## src/rtl/uart_pkg.sv

```systemverilog
// rtl/uart_pkg.sv - shared types and defaults for the UART receive path
package uart_pkg;

   typedef enum logic [1:0] {
      IDLE  = 2'd0,
      START = 2'd1,
      DATA  = 2'd2,
      STOP  = 2'd3
   } state_t;

   localparam int DEF_DATA_BITS  = 8;
   localparam int DEF_OVERSAMPLE = 16;

   // Tick index that lands in the middle of a bit period.
   localparam int MID_SAMPLE = DEF_OVERSAMPLE / 2 - 1;

   function automatic int mid_sample(input int oversample);
      return oversample / 2 - 1;
   endfunction

endpackage

```

## src/rtl/uart_rx_if.sv

```systemverilog
// rtl/uart_rx_if.sv - receiver line-side and host-side handshake signals
interface uart_rx_if
   import uart_pkg::*;
#(
   parameter int DATA_BITS = DEF_DATA_BITS
);

   logic                 tick;
   logic                 rx;
   logic                 rd;
   logic [DATA_BITS-1:0] data_out;
   logic                 data_valid;
   logic                 frame_err;
   logic                 overrun;

   modport master (
      output tick,
      output rx,
      output rd,
      input  data_out,
      input  data_valid,
      input  frame_err,
      input  overrun
   );

   modport slave (
      input  tick,
      input  rx,
      input  rd,
      output data_out,
      output data_valid,
      output frame_err,
      output overrun
   );

endinterface

```

## src/rtl/uart_sync2.sv

```systemverilog
// rtl/uart_sync2.sv - two-flop synchronizer for an idle-high asynchronous line
module uart_sync2 (
   input  logic clk,
   input  logic rst,
   input  logic d,
   output logic q
);

   logic meta;

   // Reset to 1 so a line in reset never looks like a start bit.
   always_ff @(posedge clk or posedge rst) begin
      if (rst) begin
         meta <= 1'b1;
         q    <= 1'b1;
      end else begin
         meta <= d;
         q    <= meta;
      end
   end

endmodule

```

## src/rtl/uart_rx.sv

```systemverilog
// rtl/uart_rx.sv - oversampling 8N1 receiver with one-entry output register
module uart_rx
   import uart_pkg::*;
#(
   parameter int DATA_BITS  = DEF_DATA_BITS,
   parameter int OVERSAMPLE = DEF_OVERSAMPLE
) (
   input  logic      clk,
   input  logic      rst,
   uart_rx_if.slave  bus
);

   localparam int SW = $clog2(OVERSAMPLE);
   localparam int NW = $clog2(DATA_BITS);

   localparam logic [SW-1:0] S_MID  = SW'(mid_sample(OVERSAMPLE));
   localparam logic [SW-1:0] S_LAST = SW'(OVERSAMPLE - 1);
   localparam logic [NW-1:0] N_LAST = NW'(DATA_BITS - 1);

   logic rx_s;

   state_t               state_q, state_d;
   logic [SW-1:0]        s_cnt_q, s_cnt_d;
   logic [NW-1:0]        n_cnt_q, n_cnt_d;
   logic [DATA_BITS-1:0] shreg_q, shreg_d;
   logic [DATA_BITS-1:0] data_q,  data_d;
   logic                 valid_q, valid_d;
   logic                 ferr_q,  ferr_d;
   logic                 ovr_q,   ovr_d;

   uart_sync2 u_sync (
      .clk (clk),
      .rst (rst),
      .d   (bus.rx),
      .q   (rx_s)
   );

   always_ff @(posedge clk or posedge rst) begin
      if (rst) begin
         state_q <= IDLE;
         s_cnt_q <= '0;
         n_cnt_q <= '0;
         shreg_q <= '0;
         data_q  <= '0;
         valid_q <= 1'b0;
         ferr_q  <= 1'b0;
         ovr_q   <= 1'b0;
      end else begin
         state_q <= state_d;
         s_cnt_q <= s_cnt_d;
         n_cnt_q <= n_cnt_d;
         shreg_q <= shreg_d;
         data_q  <= data_d;
         valid_q <= valid_d;
         ferr_q  <= ferr_d;
         ovr_q   <= ovr_d;
      end
   end

   always_comb begin
      state_d = state_q;
      s_cnt_d = s_cnt_q;
      n_cnt_d = n_cnt_q;
      shreg_d = shreg_q;
      data_d  = data_q;
      valid_d = valid_q;
      ferr_d  = ferr_q;
      ovr_d   = ovr_q;

      // A host read drops valid unless a completing frame overrides it below.
      if (bus.rd) begin
         valid_d = 1'b0;
      end

      unique case (state_q)
         IDLE: begin
            if (!rx_s) begin
               state_d = START;
               s_cnt_d = '0;
            end
         end

         START: begin
            if (bus.tick) begin
               if (s_cnt_q == S_MID) begin
                  s_cnt_d = '0;
                  if (!rx_s) begin
                     state_d = DATA;
                     n_cnt_d = '0;
                  end else begin
                     state_d = IDLE;
                  end
               end else begin
                  s_cnt_d = s_cnt_q + SW'(1);
               end
            end
         end

         DATA: begin
            if (bus.tick) begin
               if (s_cnt_q == S_LAST) begin
                  s_cnt_d = '0;
                  shreg_d = {rx_s, shreg_q[DATA_BITS-1:1]};
                  if (n_cnt_q == N_LAST) begin
                     state_d = STOP;
                  end else begin
                     n_cnt_d = n_cnt_q + NW'(1);
                  end
               end else begin
                  s_cnt_d = s_cnt_q + SW'(1);
               end
            end
         end

         STOP: begin
            if (bus.tick) begin
               if (s_cnt_q == S_LAST) begin
                  s_cnt_d = '0;
                  state_d = IDLE;
                  if (rx_s) begin
                     data_d  = shreg_q;
                     valid_d = 1'b1;
                     if (valid_q && !bus.rd) begin
                        ovr_d = 1'b1;
                     end
                  end else begin
                     ferr_d = 1'b1;
                  end
               end else begin
                  s_cnt_d = s_cnt_q + SW'(1);
               end
            end
         end

         default: begin
            state_d = IDLE;
         end
      endcase
   end

   assign bus.data_out   = data_q;
   assign bus.data_valid = valid_q;
   assign bus.frame_err  = ferr_q;
   assign bus.overrun    = ovr_q;

endmodule

```

## src/flat_wrapper.sv

```systemverilog
// flat-port wrapper written by rule: the top's interface ports become plain ports
module uart_rx_flat import uart_pkg::*;
#(
   parameter int DATA_BITS  = DEF_DATA_BITS,
   parameter int OVERSAMPLE = DEF_OVERSAMPLE
)
  (clk, rst, bus_tick, bus_rx, bus_rd, bus_data_out, bus_data_valid, bus_frame_err, bus_overrun);
  uart_rx_if #(.DATA_BITS(DATA_BITS)) bus_i ();
  input  logic clk;
  input  logic rst;
  input wire logic [$bits(bus_i.tick)-1:0] bus_tick;
  input wire logic [$bits(bus_i.rx)-1:0] bus_rx;
  input wire logic [$bits(bus_i.rd)-1:0] bus_rd;
  output wire logic [$bits(bus_i.data_out)-1:0] bus_data_out;
  output wire logic [$bits(bus_i.data_valid)-1:0] bus_data_valid;
  output wire logic [$bits(bus_i.frame_err)-1:0] bus_frame_err;
  output wire logic [$bits(bus_i.overrun)-1:0] bus_overrun;
  assign bus_i.tick = bus_tick;
  assign bus_i.rx = bus_rx;
  assign bus_i.rd = bus_rd;
  assign bus_data_out = bus_i.data_out;
  assign bus_data_valid = bus_i.data_valid;
  assign bus_frame_err = bus_i.frame_err;
  assign bus_overrun = bus_i.overrun;
  uart_rx #(.DATA_BITS(DATA_BITS), .OVERSAMPLE(OVERSAMPLE)) u_core (.clk(clk), .rst(rst), .bus(bus_i));
endmodule
```

## config.mk

```make
export PLATFORM = sky130hd
export DESIGN_NAME = uart_rx_flat
export DESIGN_NICKNAME = d
export VERILOG_FILES = /design/src/rtl/uart_pkg.sv /design/src/rtl/uart_rx_if.sv /design/src/rtl/uart_sync2.sv /design/src/rtl/uart_rx.sv /design/src/flat_wrapper.sv
export SDC_FILE = /design/constraint.sdc
export NUM_CORES = 1
export LEC_CHECK = 0
export ABC_AREA = 0
export BUFFER_PORTS_ARGS = -buffer_cell sky130_fd_sc_hd__buf_4
export CELL_PAD_IN_SITES_DETAIL_PLACEMENT = 1
export CELL_PAD_IN_SITES_GLOBAL_PLACEMENT = 1
export CORE_MARGIN = 2
export CORE_UTILIZATION = 35
export CTS_BUF_LIST = sky130_fd_sc_hd__clkbuf_2 sky130_fd_sc_hd__clkbuf_4 sky130_fd_sc_hd__clkbuf_8
export DETAILED_ROUTE_END_ITERATION = 12
export PLACE_DENSITY = 0.73
export SYNTH_ARGS = -nofsm -noshare
export SYNTH_HDL_FRONTEND = slang
export SYNTH_SLANG_ARGS = --single-unit
```

## constraint.sdc

```tcl
create_clock -name clk -period 3.21 [get_ports clk]
set_input_delay 0.1605 -clock clk [delete_from_list [all_inputs] [get_ports clk]]
set_output_delay 0.1605 -clock clk [all_outputs]
set_load 0.02 [all_outputs]
```

Word-level counts from Yosys, hierarchy flattened
Cells that the tools add are included.
{"block": "totals", "register_bits": 30, "word_cells": 70}
{"block": "op_classes", "n_addsub": 2, "eq_ne": 17, "mux": 28, "n_bitwise": 1, "n_reduce_logical": 12}
{"operator": "4-bit two-way mux", "count": 5}
{"operator": "2-bit two-way mux", "count": 9}
{"operator": "3-bit two-way mux", "count": 6}
{"operator": "2-bit != test (second input constant)", "count": 6}
{"operator": "4-bit one-hot mux with 3 select lines", "count": 1}
{"operator": "2-bit by 1-bit != test with 1-bit output (second input constant)", "count": 5}
{"operator": "2-bit one-hot mux with 4 select lines", "count": 1}
{"operator": "4-bit AND reduction", "count": 2}
{"operator": "8-bit AND reduction", "count": 1}
{"operator": "7-bit AND reduction", "count": 1}
{"operator": "3-bit one-hot mux with 2 select lines", "count": 1}
{"operator": "3-bit AND reduction", "count": 2}
{"operator": "1-bit two-way mux", "count": 5}
{"operator": "5-bit AND reduction", "count": 1}
{"operator": "4-bit by 1-bit adder with 4-bit output (second input constant)", "count": 1}
{"operator": "2-bit == test (second input constant)", "count": 2}
{"operator": "4-bit by 3-bit == test with 1-bit output (second input constant)", "count": 1}
{"operator": "4-bit == test (second input constant)", "count": 1}
{"operator": "3-bit by 1-bit adder with 3-bit output (second input constant)", "count": 1}
{"operator": "3-bit == test (second input constant)", "count": 1}
{"operator": "2-bit by 1-bit == test with 1-bit output (second input constant)", "count": 1}
{"operator": "2-bit logical NOT", "count": 1}
{"operator": "2-bit nonzero test", "count": 1}
{"operator": "2-bit OR reduction", "count": 1}
{"operator": "other kinds (3)", "count": 3}

Logic depth before layout (Yosys ltp)
Gate-level depths: netlist (run 1).
{"block": "depth", "depth_word": 5, "ltp_mapped": 5, "mapped_depth_nobuf": 5}

Modules after synthesis
From an unflattened synthesis (run 1), not the netlist that was laid out.
{"block": "hier_totals", "cells_unflattened": 98, "hier_area_um2": 1316.3}
{"mod": "uart_rx", "instances": 1, "cells_per_inst": 95, "area_each_um2": 1260.0, "seq_area_each_um2": 700.7}
{"mod": "uart_sync2", "instances": 1, "cells_per_inst": 3, "area_each_um2": 56.3, "seq_area_each_um2": 52.6}

Worst setup path after synthesis (run 1)
Ideal clock, no wire load.
{"block": "synth_timing", "kind": "register to register", "from": "reg u_core.s_cnt_q[1]", "to": "reg u_core.shreg_q[0]", "setup_time_ns": 0.125, "t_arrival_ns": 1.517, "required_ns": 3.085, "path_slack_ns": 1.568, "stages_incl_launch_ff": 5, "path_buffers": 0, "period_less_slack_ns": 1.642, "path_cell_list": "dfrtp_1 ha_1 nand4_4 nor3b_4 mux2_2"}
{"block": "synth_via", "elab_chain_len": 2}
{"element": "from (decl)", "line_no": "uart_rx.sv:23", "source": "logic [SW-1:0] s_cnt_q, s_cnt_d;"}
{"element": "from (signal assigned)", "line_no": "uart_rx.sv:50", "source": "s_cnt_q <= s_cnt_d;"}
{"element": "4-bit == test", "line_no": "uart_rx.sv:101", "source": "if (s_cnt_q == S_LAST) begin"}
{"element": "3-bit AND reduction (no line)"}
{"element": "to (signal assigned)", "line_no": "uart_rx.sv:52", "source": "shreg_q <= shreg_d;"}
{"element": "to (decl)", "line_no": "uart_rx.sv:25", "source": "logic [DATA_BITS-1:0] shreg_q, shreg_d;"}
Every way passes these cells.
A chain may end at the register's enable or synchronous reset.

Final worst setup path (run 1)
{"block": "layout_timing", "from": "reg u_core.s_cnt_q[1]", "to": "reg u_core.data_q[3], in the netlist u_core.bus.data_out[3]"}
{"block": "layout_via", "elab_chain_len": 2}
{"element": "4-bit == test", "line_no": "uart_rx.sv:117", "source": "if (s_cnt_q == S_LAST) begin"}
{"element": "4-bit AND reduction (no line)"}
{"element": "to (signal assigned)", "line_no": "uart_rx.sv:53", "source": "data_q <= data_d;"}
{"element": "to (decl)", "line_no": "uart_rx.sv:26", "source": "logic [DATA_BITS-1:0] data_q, data_d;"}
Every way passes these cells.

==> reports/qor.yml, run 1 <==
power_and_ir_drop:
  p_per_area_nw_per_um2: 661
  sw_frac_of_total_pct: 33.3
  power.share.clock_pct: 29.8
  p_comb_share_pct: 20.8
  p_switching_uw: 357
  seqPwrFrac_pct: 49.4
  vdd_drop_max_uv: 271
  power.internal_uw: 715
  power.total_mw: 1.07
  p_leak_nw: 0.763
synthesis:
  synth_edf_count: 0
  synthTopCellsByArea: "dfrtp_1, mux2_2, dfstp_2, ha_1, o211ai_1"
  yosys.area.top_type: "dfrtp_1"
  synth_cells: 112
  async_flop_share_pct: 100
  yosysMostFrequentCell: "dfrtp_1"
  synth_nets: 120
  ys_top_cells_by_count: "dfrtp_1, mux2_2, inv_1"
  synth_seq_area_share_pct: 54.8
  synth_top_area_share_pct: 51.0
  avgSynthCellArea_sq_um: 12.3
  synth.distinct_cells: 32
  synth_seq_cells: 30
  synth_ff_type: "dfrtp_1"
  synth_warnings: 0
  syn-cell-area_sq_um: 1370
clocking:
  tritoncts: "yes"
  clockBufferDepth: 2
  cts_root_buf: "clkbuf_8"
  path_clk_slew_ns: 0.07
  cts.sinks: 30
  cts_resized: 0
  cts_max_level: 2
  insertion_delay_ns: 0.28
  numCtsBuffers: 5
global_routing:
  overflow: 0
  antenna_found_initial: 0
  track_usage_pct: 15.1
  grt_pass1_wl_um: 4840
  grt_pass1_vias: 985
  grt_max_degree: 31
critical_path:
  path_max_fanout: 10
  timing.rr.start: "u_core.s_cnt_q[1]"
  crit_end: "u_core.bus.data_out[3]"
  crit_path_start: "u_core.s_cnt_q[1]"
  endpoint_kind: "flip-flop"
  worst_ep_arrival_time_ns: 2.07
  reg2reg_depth: 4
  critPathKind: "reg2reg"
  reg2reg_slack_ns: 1.30
  worst_setup_path_start_kind: "flip-flop"
  r2r_end: "u_core.bus.data_out[3]"
  worstPathRequired_ns: 3.37
timing:
  min_period_ns: 1.91
  finalSetupViolations: 0
  timing_hold_violations_final: 0
  max_freq_mhz: 523
  final_max_slew_viol_count: 0
  tns_ns: 0
  tightest_slew_ns: 1.11
  timing.hold.ws_ns: 0.164
  fin_crit_sh_pct: 59.5
  fin_skew_ns: 0.00434
  rsz0062_at_grt: "no"
  relSlewSlack_pct: 25.8
placed_design:
  hpwl_um: 1910
  io_buffer_count: 15
  place.gp.congestion: 0.769
  place_inst: 169
route:
  final_antenna_net_count: 0
  firstDrtPassIters: 4
  wirelength_um: 2820
  via_per_inst: 5.20
  drt-initial-drc-count: 28
  wl_per_cell_um: 15.9
  vias: 925
  drc: 0
die:
  io_pins: 16
  start_util_pct: 37.0
  die_y_um: 66.7
  core_sq_um: 3720
  die_area_sq_um: 4440
  row_count: 22
  dieWidth_um: 66.7
final_layout:
  final_cells: 178
  seq_area_sq_um: 753
  utilization_pct: 43.7
  drive_gt1_share_pct: 35.4
  antenna-diode-count: 0
  fillers: 414
  nets: 137
  syn_to_final_growth_pct: 18.1
  multi_input_area_sq_um: 566
worst_hold_path:
  hp-class: "in2async"
run_status:
  outcome: "completed"
flow_run:
  maxCapViolCount: 0
worst min-delay path by stage:
| stage | from | end | slack, ns | cells past startpoint |
|---|---|---|---|---|
| 2_1_floorplan | bus_rx | u_core.u_sync.meta | 0.16 | 0 |
| 3_3_place_gp | bus_rx | u_core.u_sync.meta | 0.27 | 1 |
| 3_5_place_dp | bus_rx | u_core.u_sync.meta | 0.27 | 1 |
| 4_1_cts | bus_rd | u_core.bus.data_valid | 0.18 | 3 |
| 5_1_grt | bus_rd | u_core.bus.data_valid | 0.20 | 3 |
| 6_report | rst | u_core.bus.data_valid | 0.16 | 2 |
registers in the layout (all words and copies together) (netlist names), named ones only:
| register | cells |
|---|---|
| u_core.state_q | 1 |
| u_core.u_sync.meta | 1 |
| u_core.shreg_q | 8 |
| u_core.bus.data_out | 8 |
| u_core.bus.data_valid | 1 |
| u_core.u_sync.q | 1 |
| u_core.n_cnt_q | 3 |
| u_core.bus.overrun | 1 |
| u_core.bus.frame_err | 1 |
| u_core.s_cnt_q | 4 |
through the flow:
stage,setup WS [ns],cell area (sq um)
finish,1.30,1620
floorplan,1.57,1370
detailed placement,1.33,1520
global route,1.21,1620
global placement,1.40,1520
CTS,1.29,1620
layout by cell type, fill, tap and decap left out, types with 2 or more instances in the layout:
master     n
nand2_1    4
a211oi_1   3
o21ai_0    4
dfstp_2    2
nor2_1     4
clkbuf_8   6
ha_1       3
a31o_2     2
a21oi_1    3
nand4_1    2
o311ai_0   2
o211ai_1   4
nand3_1    4
mux2_2    16
nor2b_1    3
xor2_1     2
buf_4     15
inv_1      7
dfrtp_1   28
layout make-up:
cell class                      instances  share of cell area (%)
Timing Repair Buffer                   16                    7.56
Clock inverter                          2                   0.771
Clock buffer                            6                    5.09
Sequential cell                        30                    46.4
Multi-Input combinational cell         69                    34.8
Tap cell                               48                    3.70
Inverter                                7                    1.62
what timing repair did:
action | in CTS | in global routing
setup buffers | 0 | 0
hold buffers | 1 | 0
endpoints found under the hold margin | 1 | 0
worst max-delay path: stages, from the launching register on:
cell,delay [ns]
dfrtp_1,0.39
ha_1,0.34
nand4_4,0.18
nor2_2,0.46
mux2_2,0.41
cell families (layout without fill, tap and decap cells):
family	Yosys count	after routing	synth area share (%)
AOI/OAI and AO/OA	24	24	12.2
xor gates and xnor gates	3	3	1.91
adders and majority gates	3	3	2.73
buffers and inverters	13	31	4.01
DFF	30	30	54.8
muxes	17	17	13.8
and+or+nand+nor	22	22	10.5
power by group through the flow:
stage	registers (mW)	clock network (mW)	logic, mW
CTS	0.528	0.328	0.225
detailed placement	0.534	0	0.219
finish	0.529	0.320	0.223
floorplan	0.472	0	0.228
global route	0.540	0.345	0.257
global placement	0.527	0	0.208
metal layers:
layer	up-vias	share of wire, %	global-route usage (%)
li1	438	-	-
met1	462	45	19.1
met2	19	49	23.1
met3	6	3.5	3.55
met4	0	2.8	9.18
met5	-	0	0
Note: power is estimated with default switching activity, not from simulation.
==> run 2: changes to the inputs <==
==> constraint.sdc (replaced) <==
create_clock -name clk -period 2 [get_ports clk]
set_input_delay 0.1 -clock clk [delete_from_list [all_inputs] [get_ports clk]]
set_output_delay 0.1 -clock clk [all_outputs]
set_load 0.02 [all_outputs]
==> run 2 against run 1 <==
- sequential share of layout area is 1.3 points lower
- clock-buffer cell count unchanged
- die area is the same
- global-route usage down 0.11 points
- cell area increased by 2.9%
- register-to-register slack lost 1.0 ns
- hold slack worse by 0.044 ns
==> reports/qor.yml, run 2 (synthesized netlist as in run 1, its figures left out) <==
placed_design:
  place_area_sq_um: 1560
  io_buffer_count: 15
  place_inst: 174
  pre_cts_ws_ns: 0.270
  place.gp.congestion: 0.761
  hpwl_um: 1880
final_layout:
  finalInstanceArea_sq_um: 1670
  final_cells: 184
  final_common_cell: "dfrtp_1"
  utilization_pct: 44.9
  drive_gt1_share_pct: 37.5
  syn_to_final_growth_pct: 21.6
  antenna-diode-count: 0
  nets: 143
  layout_common_cells: "dfrtp_1, buf_4, mux2_2"
worst_hold_path:
  whs_path_depth: 3
  min_from: "bus_rd"
  hp-class: "in2reg"
  min_to: "u_core.bus.data_valid"
timing:
  tns_ns: 0
  fin_skew_ns: 0.00809
  min_period_ns: 1.74
  relSlewSlack_pct: 50.6
  final_max_slew_viol_count: 0
  finalSetupViolations: 0
  fin_crit_sh_pct: 87.1
  max_freq_mhz: 574
  tightest_slew_ns: 0.740
  rsz0062_at_grt: "no"
  setup_ws_ns: 0.258
  timing_hold_violations_final: 0
  timing.hold.ws_ns: 0.120
power_and_ir_drop:
  p_leak_nw: 0.793
  p_per_area_nw_per_um2: 1040
  power.total_mw: 1.73
  vdd_drop_max_uv: 462
critical_path:
  worst_setup_path_start_kind: "flip-flop"
  cp_cell_sequence: "ha_1 -> nand4_4 -> nor3b_4 -> buf_4 -> mux2_2"
  worstPathRequired_ns: 2.17
  reg2reg_slack_ns: 0.26
  endpoint_kind: "flip-flop"
  cp_num_buf_inv: 1
  critPathKind: "reg2reg"
  worst_ep_arrival_time_ns: 1.91
  reg2reg_depth: 5
  crit_family: "flip-flops"
  cpPeakStageDelay_ns: 0.39
  cp_slowest_cell: "dfrtp_1"
  timing.rr.start: "u_core.s_cnt_q[0]"
  path_max_fanout: 8
  r2r_end: "u_core.shreg_q[3]"
clocking:
  clockBufferDepth: 2
  insertion_delay_ns: 0.28
  cts_max_level: 2
  cts_resized: 0
  path_clk_slew_ns: 0.07
  numCtsBuffers: 5
  cts.sinks: 30
  tritoncts: "yes"
  cts_root_buf: "clkbuf_8"
route:
  vias: 945
  wirelength_um: 2690
  drc: 0
  drt-initial-drc-count: 30
  via_per_inst: 5.14
  firstDrtPassIters: 2
  final_antenna_net_count: 0
  wl_per_cell_um: 14.6
die:
  die_y_um: 66.7
  core_sq_um: 3720
  row_count: 22
  die_area_sq_um: 4440
  start_util_pct: 37.0
  dieWidth_um: 66.7
  io_pins: 16
run_status:
  outcome: "completed"
global_routing:
  antenna_found_initial: 0
  track_usage_pct: 15.0
  overflow: 0
  grt_pass1_wl_um: 4820
  grt_pass1_vias: 1014
  grt_max_degree: 21
flow_run:
  maxCapViolCount: 0
==> run 2: area by class of cell <==
class / count / area, sq um
Inverter: 7 / 26.3
Clock buffer: 6 / 82.6
Timing Repair Buffer: 22 / 170
Fill cell: 411 / 2050
Tap cell: 48 / 60.1
Sequential cell: 30 / 753
Multi-Input combinational cell: 69 / 566
Clock inverter: 2 / 12.5
==> run 2: metal layers <==
metal / vias up / part of all wire, % / GRT usage (%)
met5: - / 0 / 0
met4: 0 / 1.9 / 9.18
met3: 4 / 3.0 / 3.55
met2: 16 / 49 / 23.5
met1: 474 / 46 / 18.5
li1: 451 / - / -
==> run 2: how the worst max path moves through the flow <==
stage | start | endpoint | depth (start not counted)
floorplan | u_core.s_cnt_q[1] | u_core.shreg_q[0] | 4
global route | u_core.n_cnt_q[0] | u_core.n_cnt_q[2] | 5
global placement | u_core.s_cnt_q[0] | u_core.shreg_q[1] | 5
CTS | u_core.s_cnt_q[1] | u_core.shreg_q[3] | 5
detailed placement | u_core.s_cnt_q[1] | u_core.shreg_q[6] | 5
finish | u_core.s_cnt_q[0] | u_core.shreg_q[3] | 5
==> run 2: power by group <==
part	switching [mW]	internal, mW	total (mW)	leakage [nW]
registers	0.130	0.699	0.829	0.384
logic	0.213	0.189	0.403	0.362
clock network	0.227	0.276	0.503	0.0472
==> run 2: worst min-delay path, delay by kind of cell <==
family / cells / cell delay [ns]
AO/OA/AOI/OAI: 1 / 0.10
buffers and inverters: 2 / 0.17
==> run 2: timing repair <==
| action | 4_1_cts | 5_1_grt |
|---|---|---|
| buffers inserted | 0 | 0 |
| hold buffers | 2 | 0 |
| hold endpoints to repair | 17 | 0 |
| endpoints found under the setup margin | 0 | 0 |
==> run 3: changes to the inputs <==
--- a/config.mk
+++ b/config.mk
@@ -13,7 +13,8 @@
 export CORE_UTILIZATION = 35
 export CTS_BUF_LIST = sky130_fd_sc_hd__clkbuf_2 sky130_fd_sc_hd__clkbuf_4 sky130_fd_sc_hd__clkbuf_8
 export DETAILED_ROUTE_END_ITERATION = 12
-export PLACE_DENSITY = 0.73
+export PLACE_DENSITY = 0.72
 export SYNTH_ARGS = -nofsm -noshare
 export SYNTH_HDL_FRONTEND = slang
+export SYNTH_HIERARCHICAL = 1
 export SYNTH_SLANG_ARGS = --single-unit
==> run 3 against run 2 <==
- hold slack improved by 0.0085 ns
- register-to-register slack got worse by 0.02 ns
- combinational power decreased by 35%
- cell area decreased by 5.1%
- fmax decreased by 0.89%
- utilization decreased by 1.3 points
- critical endpoint is now u_core/bus.data_out[4]
==> reports/qor.yml, run 3 <==
timing:
  tns_ns: 0
  fin_skew_ns: 0.00251
  final_max_slew_viol_count: 0
  finalSetupViolations: 0
  max_freq_mhz: 569
  tightest_slew_ns: 0.506
  fin_crit_sh_pct: 87.9
  min_period_ns: 1.76
  rsz0062_at_grt: "no"
  relSlewSlack_pct: 66.2
  timing_hold_violations_final: 0
synthesis:
  ys_top_cells_by_count: "dfrtp_1, mux2_2, nand3_1"
  synth_cells: 98
  synth_seq_cells: 30
  synth_seq_area_share_pct: 57.2
  syn-cell-area_sq_um: 1320
  async_flop_share_pct: 100
  synth_top_area_share_pct: 53.2
  yosysMostFrequentCell: "dfrtp_1"
  avgSynthCellArea_sq_um: 13.4
  synth_edf_count: 0
  synth_nets: 106
  yosys.area.top_type: "dfrtp_1"
  synth_warnings: 6
  synthTopCellsByArea: "dfrtp_1, mux2_2, dfstp_2, ha_1, nor3_4"
  synth.distinct_cells: 33
  synth_ff_type: "dfrtp_1"
critical_path:
  reg2reg_slack_ns: 0.24
  critPathKind: "reg2reg"
  cp_cell_sequence: "nand3_4 -> nor3_4 -> mux2_2"
  cp_slowest_cell: "dfrtp_1"
  worst_setup_path_start_kind: "flip-flop"
  cpPeakStageDelay_ns: 0.60
  worstPathRequired_ns: 2.17
  worst_ep_arrival_time_ns: 1.93
  endpoint_kind: "flip-flop"
  path_max_fanout: 12
clocking:
  path_clk_slew_ns: 0.06
  tritoncts: "yes"
  cts_max_level: 2
  cts_root_buf: "clkbuf_8"
  numCtsBuffers: 5
  insertion_delay_ns: 0.29
  clockBufferDepth: 2
  post_cts_buffers: 0
  cts.sinks: 30
die:
  io_pins: 16
  die_y_um: 65.3
  row_count: 22
  die_area_sq_um: 4270
  core_sq_um: 3630
  dieWidth_um: 65.3
  start_util_pct: 36.2
run_status:
  outcome: "completed"
final_layout:
  nets: 129
  syn_to_final_growth_pct: 20.4
  final_common_cell: "dfrtp_1"
  layout_common_cells: "dfrtp_1, buf_4, mux2_2"
  antenna-diode-count: 0
  drive_gt1_share_pct: 43.0
  utilization_pct: 43.6
route:
  vias: 850
  final_antenna_net_count: 0
  firstDrtPassIters: 2
  via_per_inst: 5.03
  wirelength_um: 2510
  drt-initial-drc-count: 4
  wl_per_cell_um: 14.9
  drc: 0
power_and_ir_drop:
  vdd_drop_max_uv: 452
  p_leak_nw: 0.796
  p_per_area_nw_per_um2: 948
global_routing:
  grt_pass1_wl_um: 4280
  track_usage_pct: 14.0
  antenna_found_initial: 0
  grt_pass1_vias: 929
  overflow: 0
  grt_max_degree: 29
placed_design:
  place.gp.congestion: 0.718
  hpwl_um: 1770
  io_buffer_count: 15
flow_run:
  maxCapViolCount: 0
worst_hold_path:
  hp-class: "in2reg"
-- run 3: final cells by class --
type / instances / area, sq um
fill: 397 / 2050
sequential: 30 / 753
multi-input combinational: 62 / 534
timing repair buffer: 19 / 148
clock buffer: 5 / 68.8
tap: 48 / 60.1
inverter: 3 / 11.3
clock inverter: 2 / 10.0
-- run 3: path summary, 6_finish.rpt --
path | start | to | depth (start not counted)
setup reg to reg | flip-flop | u_core/bus.data_out[4] | 3
hold reg to reg | u_core/u_sync/meta | u_core/u_sync/q | 0
min in group asynchronous | rst | u_core/u_sync/q | 3
hold / removal | bus_rd | u_core/bus.data_valid | 3
max in group asynchronous | rst | u_core/bus.data_valid | 4
setup / recovery | flip-flop | u_core/bus.data_out[4] | 3
-- run 3: power by group --
group	switching [mW]	internal [mW]	total [mW]	leakage [nW]
Sequential	0.113	0.669	0.781	0.399
Combinational	0.139	0.121	0.260	0.353
Clock	0.228	0.233	0.461	0.0438
-- run 3: critical path: cells and delay by family, from the launching register on --
family / cells / cell delay (ns)
multiplexers: 1 / 0.40
AND/OR/NAND/NOR: 2 / 0.63
flip-flops: 1 / 0.60
-- run 3: logic make-up (layout without fill, tap and decap cells) --
group                      after synthesis  count (layout)  share of synthesized area, %
and+or+nand+nor                         23              23                          12.9
muxes                                   17              17                          14.5
buffers and inverters                    6              29                          2.19
AOI/OAI and AO/OA                       17              17                          8.94
xor gates and xnor gates                 2               2                          1.33
adders and majority gates                3               3                          2.85
DFF                                     30              30                          57.2
-- run 3: metrics by stage --
step / instances / hold slack, ns / instance area (sq um) / setup slack, ns / total power, mW
5_1_grt: 169 / 0.148 / 1590 / 0.127 / 1.59
4_1_cts: 169 / 0.120 / 1590 / 0.215 / 1.53
3_5_place_dp: 160 / 0.146 / 1490 / 0.213 / 1.05
3_3_place_gp: 160 / 0.134 / 1490 / 0.253 / 1.04
6_report: 169 / 0.129 / 1590 / 0.243 / 1.50
2_1_floorplan: 98 / 0.0115 / 1320 / 0.457 / 0.980
-- run 3: repair_timing --
item / in CTS / in global routing
gates resized for setup: 0 / 0
hold buffers: 2 / 0
endpoints found under the hold margin: 31 / 0
-- run 3: metal layers --
layer  track usage, %  share of wire [%]  vias up
met5                0                  0        -
met4             8.59                2.0        0
met3             5.14                3.9        4
met2             23.5                 52       15
met1             15.0                 42      425
li1                 -                  -      406
